==> src/rtl/lsu_pkg.sv <==
// =============================================================================
// Package : lsu_pkg
// Brief   : Shared funct3 encodings, FSM states and stage-register type.
// Rev     : 1.0
// =============================================================================
`default_nettype none

package lsu_pkg;

  localparam logic [2:0] F3_LB  = 3'b000;
  localparam logic [2:0] F3_LH  = 3'b001;
  localparam logic [2:0] F3_LW  = 3'b010;
  localparam logic [2:0] F3_LBU = 3'b100;
  localparam logic [2:0] F3_LHU = 3'b101;
  localparam logic [2:0] F3_SB  = 3'b000;
  localparam logic [2:0] F3_SH  = 3'b001;
  localparam logic [2:0] F3_SW  = 3'b010;

  typedef enum logic [0:0] {
    RUN = 1'b0,
    RMW = 1'b1
  } lsu_state_t;

  typedef struct packed {
    logic       valid;
    logic       mem_read;
    logic       mem_write;
    logic [2:0] funct3;
    logic [4:0] rd;
    logic       reg_write;
  } m_ctrl_t;

  // Misalignment, illegal funct3, or a conflicting read+write request.
  function automatic logic access_err(input logic       is_ld,
                                      input logic       is_st,
                                      input logic [2:0] f3,
                                      input logic [1:0] a);
    logic e;
    e = 1'b0;
    if (is_ld && is_st) begin
      e = 1'b1;
    end else if (is_ld) begin
      case (f3)
        F3_LB, F3_LBU: e = 1'b0;
        F3_LH, F3_LHU: e = a[0];
        F3_LW:         e = (a != 2'b00);
        default:       e = 1'b1;
      endcase
    end else if (is_st) begin
      case (f3)
        F3_SB:   e = 1'b0;
        F3_SH:   e = a[0];
        F3_SW:   e = (a != 2'b00);
        default: e = 1'b1;
      endcase
    end
    return e;
  endfunction

endpackage

`default_nettype wire

==> src/rtl/mem_stage_lsu_if.sv <==
// =============================================================================
// Interface : mem_stage_lsu_if
// Brief     : EX handshake, data-memory port and MEM/WB outputs of the LSU.
// Rev       : 1.0
// =============================================================================
`default_nettype none

interface mem_stage_lsu_if #(
  parameter int ADDR_WIDTH = 8,
  parameter int XLEN       = 32
);

  logic                  ex_valid;
  logic                  ex_ready;
  logic                  ex_mem_read;
  logic                  ex_mem_write;
  logic [2:0]            ex_funct3;
  logic [XLEN-1:0]       ex_result;
  logic [XLEN-1:0]       ex_store_data;
  logic [4:0]            ex_rd;
  logic                  ex_reg_write;

  logic [ADDR_WIDTH-1:0] mem_addr;
  logic                  mem_write_en;
  logic [XLEN-1:0]       mem_write_data;
  logic [XLEN-1:0]       mem_read_data;

  logic                  wb_valid;
  logic                  wb_reg_write;
  logic [4:0]            wb_rd;
  logic [XLEN-1:0]       wb_data;
  logic                  wb_access_err;

  modport master (
    output ex_valid, ex_mem_read, ex_mem_write, ex_funct3, ex_result,
           ex_store_data, ex_rd, ex_reg_write, mem_read_data,
    input  ex_ready, mem_addr, mem_write_en, mem_write_data,
           wb_valid, wb_reg_write, wb_rd, wb_data, wb_access_err
  );

  modport slave (
    input  ex_valid, ex_mem_read, ex_mem_write, ex_funct3, ex_result,
           ex_store_data, ex_rd, ex_reg_write, mem_read_data,
    output ex_ready, mem_addr, mem_write_en, mem_write_data,
           wb_valid, wb_reg_write, wb_rd, wb_data, wb_access_err
  );

endinterface

`default_nettype wire

==> src/rtl/lsu_load_align.sv <==
// =============================================================================
// Module : lsu_load_align
// Brief  : Extracts and sign/zero-extends a byte or half from a memory word.
// Rev    : 1.0
// =============================================================================
`default_nettype none

module lsu_load_align
  import lsu_pkg::*;
#(
  parameter int XLEN = 32
) (
  input  logic [2:0]      funct3,
  input  logic [1:0]      addr_lo,
  input  logic [XLEN-1:0] word,
  output logic [XLEN-1:0] data
);

  logic [7:0]  w_byte;
  logic [15:0] w_half;

  always_comb begin
    case (addr_lo)
      2'd0:    w_byte = word[7:0];
      2'd1:    w_byte = word[15:8];
      2'd2:    w_byte = word[23:16];
      default: w_byte = word[31:24];
    endcase
    w_half = addr_lo[1] ? word[31:16] : word[15:0];

    data = word;
    case (funct3)
      F3_LB:   data = {{(XLEN-8){w_byte[7]}}, w_byte};
      F3_LBU:  data = {{(XLEN-8){1'b0}}, w_byte};
      F3_LH:   data = {{(XLEN-16){w_half[15]}}, w_half};
      F3_LHU:  data = {{(XLEN-16){1'b0}}, w_half};
      default: data = word;
    endcase
  end

endmodule

`default_nettype wire

==> src/rtl/mem_stage_lsu.sv <==
// =============================================================================
// Module : mem_stage_lsu
// Brief  : EX->MEM stage register and load/store unit with RMW sub-word stores.
// Rev    : 1.0
// =============================================================================
`default_nettype none

module mem_stage_lsu
  import lsu_pkg::*;
#(
  parameter int ADDR_WIDTH = 8,
  parameter int XLEN       = 32
) (
  input  logic           clk,
  input  logic           rst_n,
  mem_stage_lsu_if.slave bus
);

  lsu_state_t      state_q, state_d;
  m_ctrl_t         m_q, m_d;
  logic [XLEN-1:0] m_result_q, m_result_d;
  logic [XLEN-1:0] m_store_data_q, m_store_data_d;
  logic [XLEN-1:0] merge_q, merge_d;

  logic            wb_valid_q, wb_valid_d;
  logic            wb_reg_write_q, wb_reg_write_d;
  logic [4:0]      wb_rd_q, wb_rd_d;
  logic [XLEN-1:0] wb_data_q, wb_data_d;
  logic            wb_err_q, wb_err_d;

  logic            w_err;
  logic            w_sub_store;
  logic            w_word_store;
  logic            w_ready;
  logic            w_retire;
  logic            w_wen;
  logic [XLEN-1:0] w_wdata;
  logic [XLEN-1:0] w_load_data;
  logic [XLEN-1:0] w_merged;

  assign w_err        = access_err(m_q.mem_read, m_q.mem_write, m_q.funct3, m_result_q[1:0]);
  assign w_sub_store  = m_q.valid && m_q.mem_write && !m_q.mem_read && !w_err &&
                        ((m_q.funct3 == F3_SB) || (m_q.funct3 == F3_SH));
  assign w_word_store = m_q.valid && m_q.mem_write && !m_q.mem_read && !w_err &&
                        (m_q.funct3 == F3_SW);

  lsu_load_align #(.XLEN(XLEN)) u_load_align (
    .funct3  (m_q.funct3),
    .addr_lo (m_result_q[1:0]),
    .word    (bus.mem_read_data),
    .data    (w_load_data)
  );

  // Insert the store lane into the word captured during the RUN cycle.
  always_comb begin
    w_merged = merge_q;
    if (m_q.funct3 == F3_SH) begin
      if (m_result_q[1]) w_merged[31:16] = m_store_data_q[15:0];
      else               w_merged[15:0]  = m_store_data_q[15:0];
    end else begin
      case (m_result_q[1:0])
        2'd0:    w_merged[7:0]   = m_store_data_q[7:0];
        2'd1:    w_merged[15:8]  = m_store_data_q[7:0];
        2'd2:    w_merged[23:16] = m_store_data_q[7:0];
        default: w_merged[31:24] = m_store_data_q[7:0];
      endcase
    end
  end

  always_comb begin
    state_d        = state_q;
    m_d            = m_q;
    m_result_d     = m_result_q;
    m_store_data_d = m_store_data_q;
    merge_d        = merge_q;
    wb_valid_d     = 1'b0;
    wb_reg_write_d = 1'b0;
    wb_err_d       = 1'b0;
    wb_rd_d        = wb_rd_q;
    wb_data_d      = wb_data_q;
    w_ready        = 1'b1;
    w_retire       = 1'b0;
    w_wen          = 1'b0;
    w_wdata        = m_store_data_q;

    case (state_q)
      RUN: begin
        if (m_q.valid) begin
          if (w_sub_store) begin
            w_ready = 1'b0;
            merge_d = bus.mem_read_data;
            state_d = RMW;
          end else begin
            w_retire       = 1'b1;
            wb_valid_d     = 1'b1;
            wb_reg_write_d = m_q.reg_write && !w_err;
            wb_rd_d        = m_q.rd;
            wb_err_d       = w_err;
            wb_data_d      = (m_q.mem_read && !w_err) ? w_load_data : m_result_q;
            w_wen          = w_word_store;
          end
        end
      end
      RMW: begin
        w_wen          = 1'b1;
        w_wdata        = w_merged;
        w_retire       = 1'b1;
        wb_valid_d     = 1'b1;
        wb_reg_write_d = m_q.reg_write;
        wb_rd_d        = m_q.rd;
        wb_data_d      = m_result_q;
        state_d        = RUN;
      end
      default: state_d = RUN;
    endcase

    if (bus.ex_valid && w_ready) begin
      m_d.valid      = 1'b1;
      m_d.mem_read   = bus.ex_mem_read;
      m_d.mem_write  = bus.ex_mem_write;
      m_d.funct3     = bus.ex_funct3;
      m_d.rd         = bus.ex_rd;
      m_d.reg_write  = bus.ex_reg_write;
      m_result_d     = bus.ex_result;
      m_store_data_d = bus.ex_store_data;
    end else if (w_retire) begin
      m_d.valid = 1'b0;
    end
  end

  always_ff @(posedge clk or negedge rst_n) begin
    if (!rst_n) begin
      state_q        <= RUN;
      m_q            <= '0;
      m_result_q     <= '0;
      m_store_data_q <= '0;
      merge_q        <= '0;
      wb_valid_q     <= 1'b0;
      wb_reg_write_q <= 1'b0;
      wb_rd_q        <= '0;
      wb_data_q      <= '0;
      wb_err_q       <= 1'b0;
    end else begin
      state_q        <= state_d;
      m_q            <= m_d;
      m_result_q     <= m_result_d;
      m_store_data_q <= m_store_data_d;
      merge_q        <= merge_d;
      wb_valid_q     <= wb_valid_d;
      wb_reg_write_q <= wb_reg_write_d;
      wb_rd_q        <= wb_rd_d;
      wb_data_q      <= wb_data_d;
      wb_err_q       <= wb_err_d;
    end
  end

  assign bus.ex_ready       = w_ready;
  assign bus.mem_addr       = m_result_q[ADDR_WIDTH+1:2];
  assign bus.mem_write_en   = w_wen;
  assign bus.mem_write_data = w_wdata;
  assign bus.wb_valid       = wb_valid_q;
  assign bus.wb_reg_write   = wb_reg_write_q;
  assign bus.wb_rd          = wb_rd_q;
  assign bus.wb_data        = wb_data_q;
  assign bus.wb_access_err  = wb_err_q;

endmodule

`default_nettype wire

==> src/flat_wrapper.sv <==
// flat-port wrapper written by rule: the top's interface ports become plain ports
module mem_stage_lsu_flat import lsu_pkg::*;
#(
  parameter int ADDR_WIDTH = 8,
  parameter int XLEN       = 32
)
  (clk, rst_n, bus_ex_valid, bus_ex_mem_read, bus_ex_mem_write, bus_ex_funct3, bus_ex_result, bus_ex_store_data, bus_ex_rd, bus_ex_reg_write, bus_mem_read_data, bus_ex_ready, bus_mem_addr, bus_mem_write_en, bus_mem_write_data, bus_wb_valid, bus_wb_reg_write, bus_wb_rd, bus_wb_data, bus_wb_access_err);
  mem_stage_lsu_if #(.ADDR_WIDTH(ADDR_WIDTH), .XLEN(XLEN)) bus_i ();
  input  logic clk;
  input  logic rst_n;
  input wire logic [$bits(bus_i.ex_valid)-1:0] bus_ex_valid;
  input wire logic [$bits(bus_i.ex_mem_read)-1:0] bus_ex_mem_read;
  input wire logic [$bits(bus_i.ex_mem_write)-1:0] bus_ex_mem_write;
  input wire logic [$bits(bus_i.ex_funct3)-1:0] bus_ex_funct3;
  input wire logic [$bits(bus_i.ex_result)-1:0] bus_ex_result;
  input wire logic [$bits(bus_i.ex_store_data)-1:0] bus_ex_store_data;
  input wire logic [$bits(bus_i.ex_rd)-1:0] bus_ex_rd;
  input wire logic [$bits(bus_i.ex_reg_write)-1:0] bus_ex_reg_write;
  input wire logic [$bits(bus_i.mem_read_data)-1:0] bus_mem_read_data;
  output wire logic [$bits(bus_i.ex_ready)-1:0] bus_ex_ready;
  output wire logic [$bits(bus_i.mem_addr)-1:0] bus_mem_addr;
  output wire logic [$bits(bus_i.mem_write_en)-1:0] bus_mem_write_en;
  output wire logic [$bits(bus_i.mem_write_data)-1:0] bus_mem_write_data;
  output wire logic [$bits(bus_i.wb_valid)-1:0] bus_wb_valid;
  output wire logic [$bits(bus_i.wb_reg_write)-1:0] bus_wb_reg_write;
  output wire logic [$bits(bus_i.wb_rd)-1:0] bus_wb_rd;
  output wire logic [$bits(bus_i.wb_data)-1:0] bus_wb_data;
  output wire logic [$bits(bus_i.wb_access_err)-1:0] bus_wb_access_err;
  assign bus_i.ex_valid = bus_ex_valid;
  assign bus_i.ex_mem_read = bus_ex_mem_read;
  assign bus_i.ex_mem_write = bus_ex_mem_write;
  assign bus_i.ex_funct3 = bus_ex_funct3;
  assign bus_i.ex_result = bus_ex_result;
  assign bus_i.ex_store_data = bus_ex_store_data;
  assign bus_i.ex_rd = bus_ex_rd;
  assign bus_i.ex_reg_write = bus_ex_reg_write;
  assign bus_i.mem_read_data = bus_mem_read_data;
  assign bus_ex_ready = bus_i.ex_ready;
  assign bus_mem_addr = bus_i.mem_addr;
  assign bus_mem_write_en = bus_i.mem_write_en;
  assign bus_mem_write_data = bus_i.mem_write_data;
  assign bus_wb_valid = bus_i.wb_valid;
  assign bus_wb_reg_write = bus_i.wb_reg_write;
  assign bus_wb_rd = bus_i.wb_rd;
  assign bus_wb_data = bus_i.wb_data;
  assign bus_wb_access_err = bus_i.wb_access_err;
  mem_stage_lsu #(.ADDR_WIDTH(ADDR_WIDTH), .XLEN(XLEN)) u_core (.clk(clk), .rst_n(rst_n), .bus(bus_i));
endmodule
==> config.mk <==
export PLATFORM = sky130hd
export DESIGN_NAME = mem_stage_lsu_flat
export DESIGN_NICKNAME = d
export VERILOG_FILES = /design/src/rtl/lsu_pkg.sv /design/src/rtl/mem_stage_lsu_if.sv /design/src/rtl/lsu_load_align.sv /design/src/rtl/mem_stage_lsu.sv /design/src/flat_wrapper.sv
export SDC_FILE = /design/constraint.sdc
export NUM_CORES = 1
export LEC_CHECK = 0
export BUFFER_PORTS_ARGS = -buffer_cell sky130_fd_sc_hd__buf_2
export CAP_MARGIN = 40
export CORE_MARGIN = 3
export CORE_UTILIZATION = 58
export CTS_CLUSTER_DIAMETER = 40
export DETAILED_ROUTE_END_ITERATION = 10
export GPL_TIMING_DRIVEN = 1
export PLACE_DENSITY = 0.84
export SLEW_MARGIN = 20
export SYNTH_ARGS = -nofsm -noshare
export SYNTH_HDL_FRONTEND = slang
export SYNTH_HIERARCHICAL = 1
export SYNTH_SLANG_ARGS = --single-unit
export TNS_END_PERCENT = 10
==> constraint.sdc <==
create_clock -name clk -period 3.4 [get_ports clk]
set_input_delay 0.34 -clock clk [delete_from_list [all_inputs] [get_ports clk]]
set_output_delay 0.34 -clock clk [all_outputs]
set_load 0.02 [all_outputs]
After elaboration in Yosys (flattened, before gate mapping)
Index checks and enable logic that the tools add are counted.
{"block": "word_totals", "regBits": 149, "latchBits": 0, "ram_bits": 0, "mem_bits_ro": 0, "input_bits": 110, "out_inout_bits": 82, "elab_cells": 87, "mem_count": 0}
{"block": "classes", "add_sub_neg": 0, "n_mul": 0, "div": 0, "order_cmp": 0, "eq_ne": 8, "shift": 0, "n_mux": 42, "bitwise": 1, "n_reduce_logical": 21}
{"cell": "32-bit 2-to-1 mux", "n": 5}
{"cell": "32-bit case mux with 4 select lines", "n": 1}
{"cell": "32-bit case mux with 2 select lines", "n": 1}
{"cell": "16-bit 2-to-1 mux", "n": 3}
{"cell": "8-bit 2-to-1 mux", "n": 4}
{"cell": "8-bit case mux with 3 select lines", "n": 1}
{"cell": "1-bit 2-to-1 mux", "n": 18}
{"cell": "5-bit 2-to-1 mux", "n": 2}
{"cell": "5-bit case mux with 2 select lines", "n": 1}
{"cell": "1-bit logical AND", "n": 9}
{"cell": "1-bit case mux with 2 select lines", "n": 4}
{"cell": "3-bit equality test (second input constant)", "n": 2}
{"cell": "1-bit case mux with 3 select lines", "n": 2}
{"cell": "2-bit nonzero test", "n": 2}
{"cell": "2-bit OR reduction", "n": 2}
{"cell": "3-bit by 1-bit equality test with 1-bit output (second input constant)", "n": 1}
{"cell": "3-bit by 2-bit equality test with 1-bit output (second input constant)", "n": 1}
{"cell": "3-bit logical NOT", "n": 1}
{"cell": "3-bit AND reduction", "n": 1}
{"cell": "3-bit OR reduction", "n": 1}
{"cell": "2-bit by 1-bit equality test with 1-bit output (second input constant)", "n": 1}
{"cell": "2-bit equality test (second input constant)", "n": 1}
{"cell": "1-bit logical NOT", "n": 2}
{"cell": "2-bit logical NOT", "n": 1}
{"cell": "5 further kinds", "n": 5}

Logic depth before layout (Yosys ltp)
{"block": "logic_depth", "word_depth": 13, "mapped_depth": 8, "ltp_nobuf": 6}

Cells and area by module
Netlist, hierarchy kept.
{"mod": "mem_stage_lsu", "n_inst": 1, "cells_per_inst": 528, "area_each_um2": 6775.2, "seq_area_each_um2": 3728.6}
{"mod": "lsu_load_align", "n_inst": 1, "cells_per_inst": 133, "area_each_um2": 969.7, "seq_area_each_um2": 0.0}

Least setup slack after synthesis
No wires, ideal clock.
{"block": "synth_timing", "path_type": "register to output", "start": "register u_core/m_q[6] in the netlist's numbering", "end": "output bus_mem_write_data[16]", "arrival_ns": 1.696, "required_ns": 3.060, "slack_ns": 1.364, "stages_incl_launch_ff": 5, "path_buffers": 0, "path_cell_list": "dfrtp_1 > nor3b_2 > o21ai_2 > mux2i_1 > a21oi_1"}
{"block": "synth_via", "elab_chain_cells": 3}
{"element": "start: declaration", "line": "mem_stage_lsu.sv:20", "source": "m_ctrl_t m_q, m_d;"}
{"element": "start signal: assignment", "line": "mem_stage_lsu.sv:145", "source": "m_q <= m_d;"}
{"element": "3-bit by 1-bit equality test with 1-bit output", "line": "mem_stage_lsu.sv:57", "source": "if (m_q.funct3 == F3_SH) begin"}
{"element": "32-bit 2-to-1 mux", "line": "mem_stage_lsu.sv:57"}
{"element": "32-bit 2-to-1 mux", "line": "mem_stage_lsu.sv:86", "source": "case (state_q)"}
{"element": "end: declaration", "line": "flat_wrapper.sv:23", "source": "output wire logic [$bits(bus_i.mem_write_data)-1:0] bus_mem_write_data;"}
No other way between the ends.

Worst setup path in the final report
{"block": "layout_timing", "start": "register u_core/m_q[7] in the netlist's numbering", "end": "output bus_mem_write_data[4]"}
Same word-level chain as after synthesis.

==> results.rst <==
.. list-table::
   :header-rows: 1

   * - Metric
     - Value
   * - Post-DRT Antenna Nets
     - 0
   * - Critical setup path kind
     - reg2out
   * - Vias post-DR
     - 6,129
   * - Max stage delay cell, worst path
     - sky130_fd_sc_hd__or3b_1
   * - Combinational family with the most area after synthesis
     - multiplexers
   * - Type of element launching the critical path
     - flop
   * - Synthesized cell area
     - 7740 µm²
   * - Largest net degree at the start of global routing
     - 89
   * - Row Count
     - 41
   * - CTS sink cnt
     - 149
   * - Via-per-instance ratio
     - 6.04
   * - Wire length the detailed router placed on met1
     - 8.44 mm
   * - Most instantiated flip-flop cell in the synthesis netlist
     - sky130_fd_sc_hd__dfrtp_1
   * - Remaining design rule violation count
     - 0
   * - Post-DP Area
     - 8710 µm²
   * - Count leader, synth
     - sky130_fd_sc_hd__dfrtp_1
   * - Max-slew violation count
     - 0
   * - Mean cell area of the mapped netlist
     - 11.7 µm²
   * - Dpl hpwl
     - 15.5 mm
   * - Number of synthesized register bits
     - 149
   * - Fraction of the mapped netlist area in compound gates
     - 13.0%
   * - Cells traversed along the worst timing path
     - buf_4 -> or3b_1 -> a21oi_2 -> nor2b_1 -> buf_4 -> mux2_4 -> buf_2
   * - Yosys warning count
     - 6
   * - CTS tree
     - built
   * - Required time at the endpoint of the critical path
     - 3.06 ns
   * - I/O Pins
     - 192
   * - Die Ht
     - 122 µm
   * - Number of global-route vias before repair
     - 6,250
   * - Fraction of layout instances using a drive strength above 1
     - 36.8%
   * - RePlAce Congestion
     - 0.930
   * - Most used standard cells in the synthesized netlist
     - sky130_fd_sc_hd__dfrtp_1 (149), sky130_fd_sc_hd__nor2_1 (76), sky130_fd_sc_hd__mux2_1 (74), sky130_fd_sc_hd__a21oi_1 (55), sky130_fd_sc_hd__mux2i_1 (40)
   * - Routed length on met3
     - 1.85 mm
   * - Post-Route WL
     - 21.2 mm
   * - Buffers on Ports
     - 191
   * - Final hold viol count
     - 0
   * - Iteration-0 DRC Markers
     - 506
   * - XOR/XNOR Fraction of Synth Area
     - 0%
   * - Area share of and/or/nand/nor cells after synthesis
     - 7.56%
   * - Area share of fa/ha/maj cells after synthesis
     - 0%
   * - DR WL/cell
     - 20.9 µm
   * - Data arrival, critical path
     - 2.59 ns
   * - Buffer count from post-CTS setup fixing
     - 0
   * - Final worst path period need
     - 2.93 ns
   * - Worst setup EP type
     - primary output
   * - Syn nets
     - 771
   * - Cells after Synth
     - 661
   * - Final non-filler cell area
     - 9290 µm²
   * - Cell area power density
     - 620 nW/µm²
   * - Power, Total
     - 5.76 mW
   * - Core area
     - 12,800 µm²
   * - Hold Worst Slack
     - 0.126 ns
   * - Clock root buffer master
     - sky130_fd_sc_hd__clkbuf_16
   * - Total global-route track usage
     - 29.2%
   * - Skew final
     - 0.00812 ns
   * - Max-cap violation count
     - 0
   * - Die width
     - 122 µm
   * - Cell types with the largest area share after synthesis
     - sky130_fd_sc_hd__dfrtp_1 (48%), sky130_fd_sc_hd__mux2_1 (11%), sky130_fd_sc_hd__mux2_2 (5.5%), sky130_fd_sc_hd__mux2i_1 (5.2%), sky130_fd_sc_hd__nor2_1 (3.7%)
   * - Buffer depth of the longest clock path
     - 2
   * - Cell type contributing the most total cell area after synthesis
     - sky130_fd_sc_hd__dfrtp_1
   * - H-tree depth reported by CTS
     - 4
   * - Synth-to-Final Area Change
     - 19.9%
   * - Share of flip-flops with an asynchronous set or reset
     - 100%
   * - Sum Neg Setup Slack
     - 0 ns
   * - Highest clock frequency the design can meet
     - 0.341 GHz
   * - Most used cell along the critical path
     - sky130_fd_sc_hd__buf_4
   * - Final setup violating endpoints
     - 0
   * - Routed wire length on met2
     - 10.2 mm
   * - Gr ovfl total
     - 0
   * - Detailed-routing iteration count for the pre-antenna-repair pass
     - 6
   * - Clk slew on worst S/H paths
     - 0.06 ns
   * - HP Class
     - in2reg
   * - Antenna violations before repair
     - 3
   * - Total number of nets in the final design
     - 940
   * - Kind of cell adding the most delay to the critical path
     - simple AND/OR/NAND/NOR gates
   * - Die ar.
     - 14,800 µm²
   * - Buf+Inv Stages, Crit Path
     - 3
   * - Seq/Total Area, Yosys
     - 48.1%
   * - EDFF count, synth
     - 0
   * - Clock latency on the worst-skew pair
     - 0.42 ns
   * - Highest metal used
     - met5
   * - Static leakage
     - 4.43 nW
   * - Setup repair after global routing missed its margin
     - no
   * - CP max stage delay
     - 0.58 ns
   * - Final period util
     - 86.3%
   * - Unique cell type count in the Yosys netlist
     - 48
   * - Result of the run
     - completed
   * - Share of synthesized area spent on multiplexers
     - 25.8%
   * - Starting density of the core
     - 60.4%
   * - Antenna Diode Count
     - 0
   * - First-pass GRT wire length
     - 32.9 mm
   * - Inserted Clock Buffers
     - 17
   * - Max-slew headroom at the worst pin
     - 54.4%
   * - Proportion of netlist area held by the largest area contributor
     - 48.1%
   * - Worst voltage drop across the vdd grid
     - 0.000523 V
   * - Actual transition at the worst max-transition pin
     - 0.683 ns
   * - Maximum fanout count along the critical path
     - 13
## registers in the layout (all words and copies together) (netlist names)
signal                    count
u_core/bus.wb_data           32
u_core/bus.wb_valid           1
u_core/bus.wb_rd              5
u_core/m_result_q            32
u_core/state_q                1
u_core/merge_q               32
u_core/m_store_data_q        32
u_core/bus.wb_reg_write       1
u_core/m_q                   12
u_core/bus.wb_access_err      1
## final timing paths
path	start	end	slack, ns	cells after the start
max	u_core/m_q[7]	bus_mem_write_data[4]	0.47	7
min	bus_ex_store_data[20]	u_core/m_store_data_q[20]	0.13	2
max reg2reg	u_core/m_result_q[1]	u_core/bus.wb_data[9]	0.94	6
min reg2reg	u_core/m_q[5]	u_core/m_q[5]	0.49	1
max in group asynchronous	rst_n	u_core/m_result_q[27]	2.08	3
min in group asynchronous	rst_n	u_core/m_store_data_q[30]	0.47	2
## per-layer routing
layer  vias up  GRT usage [%]
li1       2745              -
met1      3014           37.5
met2       310           47.5
met3        54           8.17
met4         6           11.2
met5         -              0
## stage by stage
step                      cells  util (%)  setup WS, ns
after global placement      982      67.9         0.983
after global routing       1015      72.4         0.340
after floorplan             661         -          1.36
after detailed placement    982      67.9         0.932
final                      1015      72.4         0.466
after CTS                  1015      72.4         0.463
## layout make-up
cell class,instances,area [µm²]
fillers,932,3540
repair buffers,207,1110
inverters,14,52.6
multi-input cells,441,3610
clock buffers,19,443
well taps,172,215
flip-flops and latches,149,3730
clock inverters,13,125
## where the power goes
part / switching [mW] / internal, mW
clock network: 0.750 / 1.03
registers: 0.296 / 2.16
logic: 0.847 / 0.668
total: 1.89 / 3.87
## cells by family after synthesis
group,after synthesis
compound gates,145
buf+inv,71
flops,149
mux,169
simple gates,127
## cells in the final DEF, fill, tap and decap left out, types with 3 or more instances in the layout
cell type and n:
sky130_fd_sc_hd__a21oi_1 55, sky130_fd_sc_hd__nor3_1 9, sky130_fd_sc_hd__a22o_1 8, sky130_fd_sc_hd__o21ai_0 18
sky130_fd_sc_hd__mux4_1 7, sky130_fd_sc_hd__a311oi_1 7, sky130_fd_sc_hd__nor2b_1 12, sky130_fd_sc_hd__o22ai_1 16
sky130_fd_sc_hd__nand2_1 17, sky130_fd_sc_hd__clkbuf_16 17, sky130_fd_sc_hd__nor2_1 76, sky130_fd_sc_hd__mux2_1 74
sky130_fd_sc_hd__o221ai_1 3, sky130_fd_sc_hd__buf_4 13, sky130_fd_sc_hd__inv_1 11, sky130_fd_sc_hd__mux2_4 10
sky130_fd_sc_hd__o221a_2 8, sky130_fd_sc_hd__clkinv_4 5, sky130_fd_sc_hd__o221ai_2 4, sky130_fd_sc_hd__a22oi_1 9
sky130_fd_sc_hd__inv_6 3, sky130_fd_sc_hd__mux2i_1 40, sky130_fd_sc_hd__buf_2 190, sky130_fd_sc_hd__dfrtp_1 149
sky130_fd_sc_hd__mux2_2 38
## timing repair
action	CTS	global route
hold buffers	1	0
endpoints found under the hold margin	61	0
gates resized for setup	0	0
No activity file was read; power rests on OpenSTA's default activity.
